===== src/rtl/pipelined_addsub_n_if.sv =====
// Handshake and operand/result bundle for pipelined_addsub_n.
// The slave side belongs to the adder. The master side belongs to whoever produces operands and consumes results.
interface pipelined_addsub_n_if #(
    parameter int N = 8
);
    logic         in_valid;
    logic         in_ready;
    logic [N-1:0] A;
    logic [N-1:0] B;
    logic         k;
    logic         out_valid;
    logic         out_ready;
    logic [N:0]   S;
    logic         ovf;

    modport master (
        output in_valid, A, B, k, out_ready,
        input  in_ready, out_valid, S, ovf
    );

    modport slave (
        input  in_valid, A, B, k, out_ready,
        output in_ready, out_valid, S, ovf
    );
endinterface


===== src/rtl/pipelined_addsub_n.sv =====
// Pipelined signed add/sub. The (N+1)-bit carry chain is cut into STAGES chunks, forming a skewed pipeline.
// Optional ADDSUB_SAT_EN: clamp results that do not fit in N bits and raise ovf.
module pipelined_addsub_n #(
    parameter int N      = 8,
    parameter int STAGES = 2
) (
    input  logic                   clk,
    input  logic                   rst_n,
    pipelined_addsub_n_if.slave    bus
);
    localparam int W  = N + 1;
    localparam int CW = (W + STAGES - 1) / STAGES;

    logic         advance;
    logic         out_valid;
    logic [W-1:0] res;

    assign advance      = ~out_valid | bus.out_ready;
    assign bus.in_ready = advance;

    genvar gi;
    generate
        for (gi = 0; gi < STAGES; gi++) begin : g_stage
            localparam int LO  = (gi * CW < W) ? gi * CW : W;
            localparam int HI1 = ((gi + 1) * CW < W) ? (gi + 1) * CW : W;
            localparam int CL  = HI1 - LO;

            logic           valid_q, valid_d;
            logic [HI1-1:0] sum_q, sum_d;

            if (gi == 0) begin : g_vld
                always_comb valid_d = advance ? bus.in_valid : valid_q;
            end else begin : g_vld
                always_comb valid_d = advance ? g_stage[gi-1].valid_q : valid_q;
            end

            if (CL > 0) begin : g_chunk
                // Operand bits not yet added, carried alongside the partial sum.
                logic [W-LO-1:0] src_a, src_b;
                logic            src_carry;
                logic [CL-1:0]   part;

                if (gi == 0) begin : g_in
                    assign src_a     = {bus.A[N-1], bus.A};
                    assign src_b     = {bus.B[N-1], bus.B} ^ {W{bus.k}};
                    assign src_carry = bus.k;
                    always_comb sum_d = advance ? part : sum_q;
                end else begin : g_in
                    assign src_a     = g_stage[gi-1].g_chunk.g_fwd.a_q;
                    assign src_b     = g_stage[gi-1].g_chunk.g_fwd.b_q;
                    assign src_carry = g_stage[gi-1].g_chunk.g_fwd.carry_q;
                    always_comb sum_d = advance ? {part, g_stage[gi-1].sum_q} : sum_q;
                end

                if (HI1 < W) begin : g_fwd
                    typedef logic [CL:0] total_t;
                    total_t            total;
                    logic [W-HI1-1:0]  a_q, a_d, b_q, b_d;
                    logic              carry_q, carry_d;

                    always_comb begin
                        total   = total_t'(src_a[CL-1:0]) + total_t'(src_b[CL-1:0])
                                + total_t'(src_carry);
                        part    = total[CL-1:0];
                        a_d     = advance ? src_a[W-LO-1:CL] : a_q;
                        b_d     = advance ? src_b[W-LO-1:CL] : b_q;
                        carry_d = advance ? total[CL] : carry_q;
                    end

                    always_ff @(posedge clk or negedge rst_n) begin
                        if (!rst_n) begin
                            a_q     <= '0;
                            b_q     <= '0;
                            carry_q <= 1'b0;
                        end else begin
                            a_q     <= a_d;
                            b_q     <= b_d;
                            carry_q <= carry_d;
                        end
                    end
                end else begin : g_last
                    // Top chunk: the carry out of the sign bit is dropped.
                    typedef logic [CL-1:0] chunk_t;
                    always_comb part = src_a + src_b + chunk_t'(src_carry);
                end
            end else begin : g_empty
                always_comb sum_d = advance ? g_stage[gi-1].sum_q : sum_q;
            end

            always_ff @(posedge clk or negedge rst_n) begin
                if (!rst_n) begin
                    valid_q <= 1'b0;
                    sum_q   <= '0;
                end else begin
                    valid_q <= valid_d;
                    sum_q   <= sum_d;
                end
            end
        end
    endgenerate

    assign out_valid     = g_stage[STAGES-1].valid_q;
    assign res           = g_stage[STAGES-1].sum_q;
    assign bus.out_valid = out_valid;

`ifdef ADDSUB_SAT_EN
    logic sat_ovf;
    always_comb begin
        sat_ovf = res[N] ^ res[N-1];
        bus.S   = res;
        if (sat_ovf) begin
            bus.S = res[N] ? {2'b11, {(N-1){1'b0}}} : {2'b00, {(N-1){1'b1}}};
        end
        bus.ovf = sat_ovf;
    end
`else
    assign bus.S   = res;
    assign bus.ovf = 1'b0;
`endif
endmodule


===== src/flat_wrapper.sv =====
// flat-port wrapper written by rule: the top's interface ports become plain ports
module pipelined_addsub_n_flat 
#(
    parameter int N      = 8,
    parameter int STAGES = 2
)
  (clk, rst_n, bus_in_valid, bus_A, bus_B, bus_k, bus_out_ready, bus_in_ready, bus_out_valid, bus_S, bus_ovf);
  pipelined_addsub_n_if #(.N(N)) bus_i ();
  input  logic clk;
  input  logic rst_n;
  input wire logic [$bits(bus_i.in_valid)-1:0] bus_in_valid;
  input wire logic [$bits(bus_i.A)-1:0] bus_A;
  input wire logic [$bits(bus_i.B)-1:0] bus_B;
  input wire logic [$bits(bus_i.k)-1:0] bus_k;
  input wire logic [$bits(bus_i.out_ready)-1:0] bus_out_ready;
  output wire logic [$bits(bus_i.in_ready)-1:0] bus_in_ready;
  output wire logic [$bits(bus_i.out_valid)-1:0] bus_out_valid;
  output wire logic [$bits(bus_i.S)-1:0] bus_S;
  output wire logic [$bits(bus_i.ovf)-1:0] bus_ovf;
  assign bus_i.in_valid = bus_in_valid;
  assign bus_i.A = bus_A;
  assign bus_i.B = bus_B;
  assign bus_i.k = bus_k;
  assign bus_i.out_ready = bus_out_ready;
  assign bus_in_ready = bus_i.in_ready;
  assign bus_out_valid = bus_i.out_valid;
  assign bus_S = bus_i.S;
  assign bus_ovf = bus_i.ovf;
  pipelined_addsub_n #(.N(N), .STAGES(STAGES)) u_core (.clk(clk), .rst_n(rst_n), .bus(bus_i));
endmodule

===== config.mk =====
export PLATFORM = sky130hd
export DESIGN_NAME = pipelined_addsub_n_flat
export DESIGN_NICKNAME = d
export VERILOG_FILES = /design/src/rtl/pipelined_addsub_n_if.sv /design/src/rtl/pipelined_addsub_n.sv /design/src/flat_wrapper.sv
export SDC_FILE = /design/constraint.sdc
export NUM_CORES = 1
export LEC_CHECK = 0
export CORE_ASPECT_RATIO = 1.5
export CORE_MARGIN = 2
export CORE_UTILIZATION = 45
export DETAILED_ROUTE_END_ITERATION = 16
export DONT_BUFFER_PORTS = 1
export PLACE_DENSITY = 0.69
export REMOVE_ABC_BUFFERS = 1
export SLEW_MARGIN = 0
export SYNTH_ARGS = -nofsm -noshare
export SYNTH_HDL_FRONTEND = slang
export SYNTH_SLANG_ARGS = --single-unit

===== constraint.sdc =====
create_clock -name clk -period 2.05 [get_ports clk]
set_clock_uncertainty 0.15 [all_clocks]
set_input_delay 0.41 -clock clk [delete_from_list [all_inputs] [get_ports clk]]
set_output_delay 0.41 -clock clk [all_outputs]
set_load 0.05 [all_outputs]

* Yosys cells after proc, flatten, opt, wreduce, memory -nomap -nowiden
Index checks and enable logic that the tools add are counted.
Storage, ports and cells: register bits 24, bits in latches 0, RAM bits 0, memory bits (read-only) 0, output and inout port bits 12, word-level logic and storage cells 14, memories 0
Operators by class: add/sub/neg operators 4, multiply operators 0, div/mod/pow operators 0, magnitude comparators 0, equality and inequality tests 0, shift operators 0, multiplexer cells 0, bitwise gates (word level) 3, reduce and logical (&&, ||, !) cells 0
Operators with widths (number):
- XOR 9 bit | 1
- adder 5 x 5 -> 6 bit | 1
- adder 6 x 1 -> 6 bit | 1
- adder 4 x 1 -> 4 bit | 1
- adder 4 bit | 1
- inverter 1 bit | 1
- OR 1 bit | 1

* Depth between registers and ports, before layout
word-level depth 3, gate-level depth with buffers 8

* Worst setup path before layout
No wires, ideal clock.
path type input -> register, start input port bus_k, end register u_core.g_stage[0].sum_q[4], data arrival time 1.680 ns, path slack 0.124 ns, cell stages on the path 8, cells stage by stage buf_4 xor2_1 inv_1 fa_1 nor2b_1 o21a_1 nor3_1 o31ai_1
Between the ends: cells in the longest elaborated chain, start to end 3
Ends and longest elaborated chain:
- start: declaration | line flat_wrapper.sv:14 | input wire logic [$bits(bus_i.k)-1:0] bus_k;
- XOR 9 bit | line pipelined_addsub_n.sv:45 | assign src_b = {bus.B[N-1], bus.B} ^ {W{bus.k}};
- adder 5 x 5 -> 6 bit | line pipelined_addsub_n.sv:62 | total = total_t'(src_a[CL-1:0]) + total_t'(src_b[CL-1:0])
- adder 6 x 1 -> 6 bit (*) | line pipelined_addsub_n.sv:63 | + total_t'(src_carry);
- end signal: assignment | line pipelined_addsub_n.sv:96 | sum_q <= sum_d;
- end: declaration | line pipelined_addsub_n.sv:29 | logic [HI1-1:0] sum_q, sum_d;
Mark *: on every way between the ends. The rest lies on a longest branch, timed or not. A chain may end at the register's enable or synchronous reset.

* Final worst setup path
start register u_core.g_stage[1].valid_q (netlist: u_core.bus.out_valid), end output port bus_in_ready
Between the ends: cells in the longest elaborated chain, start to end 2
Ends and longest elaborated chain:
- start: declaration | line pipelined_addsub_n.sv:28 | logic valid_q, valid_d;
- start signal: assignment | line pipelined_addsub_n.sv:95 | valid_q <= valid_d;
- inverter 1 bit | line pipelined_addsub_n.sv:18 | assign advance = ~out_valid | bus.out_ready;
- OR 1 bit | line pipelined_addsub_n.sv:18
- end: declaration | line flat_wrapper.sv:16 | output wire logic [$bits(bus_i.in_ready)-1:0] bus_in_ready;
Every way passes these cells.

==> impl_metrics.ini <==
[place]
dp_hpwl_microns = 1580
finalWeightedCongestion = 0.722
portBuffers = 0
dp.cells = 158

[outcome]
status = complete, no violations

[floorplanning]
die_y_microns = 67.3
rows = 22
ios = 33
dieArea_sq_mm = 0.00311
coreArea_sq_mm = 0.00250
start_util_pct = 48.0
die_w_microns = 46.2

[sta]
finalSetupViolations = 0
rsz0062_at_grt = false
fin_crit_ps = 1780
slew_headroom_pct = 33.4
fin_crit_sh_pct = 86.9
max_clock_freq_mhz = 561
finalHoldViolations = 0
whs_ps = 66.2
tns_ps = 0
slew_violations = 0
tightestPinTransition_ps = 996

[grt]
grt_pass1_wl_microns = 3480
grt_pass1_vias = 842
grt_max_degree = 24
grt_use_total_pct = 15.6
grt.overflow.total = 0
antenna_found_initial = 0

[worst_setup_path]
cp.required_ps = 1490
cp-end-kind = output port
r2r_end = u_core.bus.S[6]
rrSetupSlack_ps = 360
criticalPathCategory = reg2out
reg2reg_depth = 6
rr_startpoint = u_core.g_stage[0].g_chunk.g_fwd.carry_q
cp-start-kind = flop
path_max_fanout = 18
crit_arrival_ps = 1220

[hold_path]
min_from = bus_A[6]
whs_endpoint = u_core.g_stage[0].g_chunk.g_fwd.a_q[1]
min_path_cells = 2
hp-class = in2reg

[cells_and_area]
area_growth_pct = 5.94
final_common_cell = nand2_1
layout-drive-gt1-share_pct = 8.66
final_cells = 163
fillCellCount = 247
seq_area_sq_um = 576
final_nets = 159
final_cell_mix = nand2_1 (35), dfrtp_1 (23), a21oi_1 (8), ha_1 (7)
antenna_cells = 0
multi_input_area_sq_um = 567

[route]
drt-vias-per-instance = 5.03
vias = 820
drc = 0
drt_pass1_iterations = 4
routed_wl_microns = 2010
drt_iter0_drc = 25
ant_nets = 0
wire_per_inst_microns = 12.3

[synthesis]
synth-seq-area-share_pct = 47.9
synth-seq-cells = 23
synth_cell_types = 27
synthesis.area_sq_mm = 0.00120
netlist_instances = 125
syn_area_per_cell_sq_um = 9.61
ys_warn_count = 0

[cts]
holdBufCountCts = 1
htreeDepth = 1
clk_latency_ps = 310
cts_tree = done
cts.path.max_buffers = 2
cts_buffers = 3
cts-root-buf = clkbuf_4
numClockSinks = 23
clk_pin_slew_ps = 120
post_cts_buffers = 0
cts_resized = 0

[power]
irDropWorstVdd_v = 0.000452
p_leak_nw = 0.611
finalPower_w = 0.00140
power_density_mw_per_mm2 = 1100

[flow_run]
maxCapViolCount = 0
[sequential cells by signal, summed over array words and instances (netlist names)]
name	count
u_core.bus.S	9
u_core.g_stage.sum_q	5
u_core.g_stage.g_chunk.g_fwd.a_q	3
u_core.g_stage.g_chunk.g_fwd.b_q	3
u_core.bus.out_valid	1
u_core.g_stage.g_chunk.g_fwd.carry_q	1
u_core.g_stage.valid_q	1
[logic make-up after synthesis]
group | share of synthesized area [%]
AOI/OAI and AO/OA | 9.58
xor gates and xnor gates | 8.02
adders and majority gates | 12.3
buffers and inverters | 4.90
DFF | 47.9
muxes | 1.98
other | 0.312
and+or+nand+nor | 15.0
[cell usage after synthesis]
cell      count  area, sq um
nand2_1      35          131
nor2_1        5         18.8
nor2b_1       2         12.5
buf_2         2         10.0
a31oi_1       1         6.26
nor3_1        1         5.00
xor2_1        6         52.6
a21oi_1       8         40.0
buf_1         1         3.75
nand2b_1      1         6.26
ha_1          7         87.6
xnor2_1       5         43.8
nand2_2       1         6.26
mux2i_2       1         13.8
fa_1          3         60.1
o21a_1        2         15.0
o31ai_1       1         7.51
mux2i_1       1         10.0
inv_2         2         7.51
buf_4         2         15.0
dfrtp_1      23          576
o21ai_2       1         8.76
clkbuf_1      1         3.75
a211oi_1      1         7.51
inv_1         5         18.8
o21ai_1       6         30.0
conb_1        1         3.75
[routing by layer]
metal  up-vias  wire length (microns)  GRT usage [%]
met5         -                      0              0
met4         0                     55           9.64
met3         5                     86           2.14
met2        28                   1060           26.4
met1       389                    804           17.7
li1        398                      -              -
[how the worst max path moves through the flow]
| stage | startpoint | end | slack (ps) | depth (start not counted) |
|---|---|---|---|---|
| floorplan | u_core.bus.out_valid | bus_in_ready | -420 | 2 |
| global placement | bus_k | u_core.g_stage[0].sum_q[4] | 250 | 7 |
| detailed placement | bus_k | u_core.g_stage[0].sum_q[4] | 190 | 7 |
| CTS | u_core.bus.out_valid | bus_in_ready | 240 | 2 |
| global route | u_core.bus.out_valid | bus_in_ready | 190 | 2 |
| finish | u_core.bus.out_valid | bus_in_ready | 270 | 2 |
[metrics by stage]
stage / utilization, % / worst slack (ps) / instance area (sq um)
final: 50.8 / 268 / 1270
after detailed placement: 49.4 / 186 / 1240
after global routing: 50.8 / 185 / 1270
after CTS: 50.8 / 242 / 1270
after floorplan: - / -416 / 1170
after global placement: 49.4 / 252 / 1240
[final cells by class]
type / count / share of cell area, %
Inverter: 7 / 2.06
Sequential cell: 23 / 45.2
Tap cell: 36 / 3.54
Clock buffer: 4 / 2.06
Timing Repair Buffer: 4 / 2.56
Multi-Input combinational cell: 89 / 44.5
[power breakdown]
part | internal (W) | switching (W) | leakage, nW | total [W]
combinational | 0.000139 | 0.000187 | 0.324 | 0.000325
clock | 0.0000759 | 0.000126 | 0.0150 | 0.000202
sequential | 0.000567 | 0.000305 | 0.271 | 0.000872
total | 0.000782 | 0.000618 | 0.610 | 0.00140
[critical path, cell delays in order (launching register included)]
cell     delay [ps]
dfrtp_1         390
nor2b_1         150
inv_2           380
(Power assumes the default switching activity.)
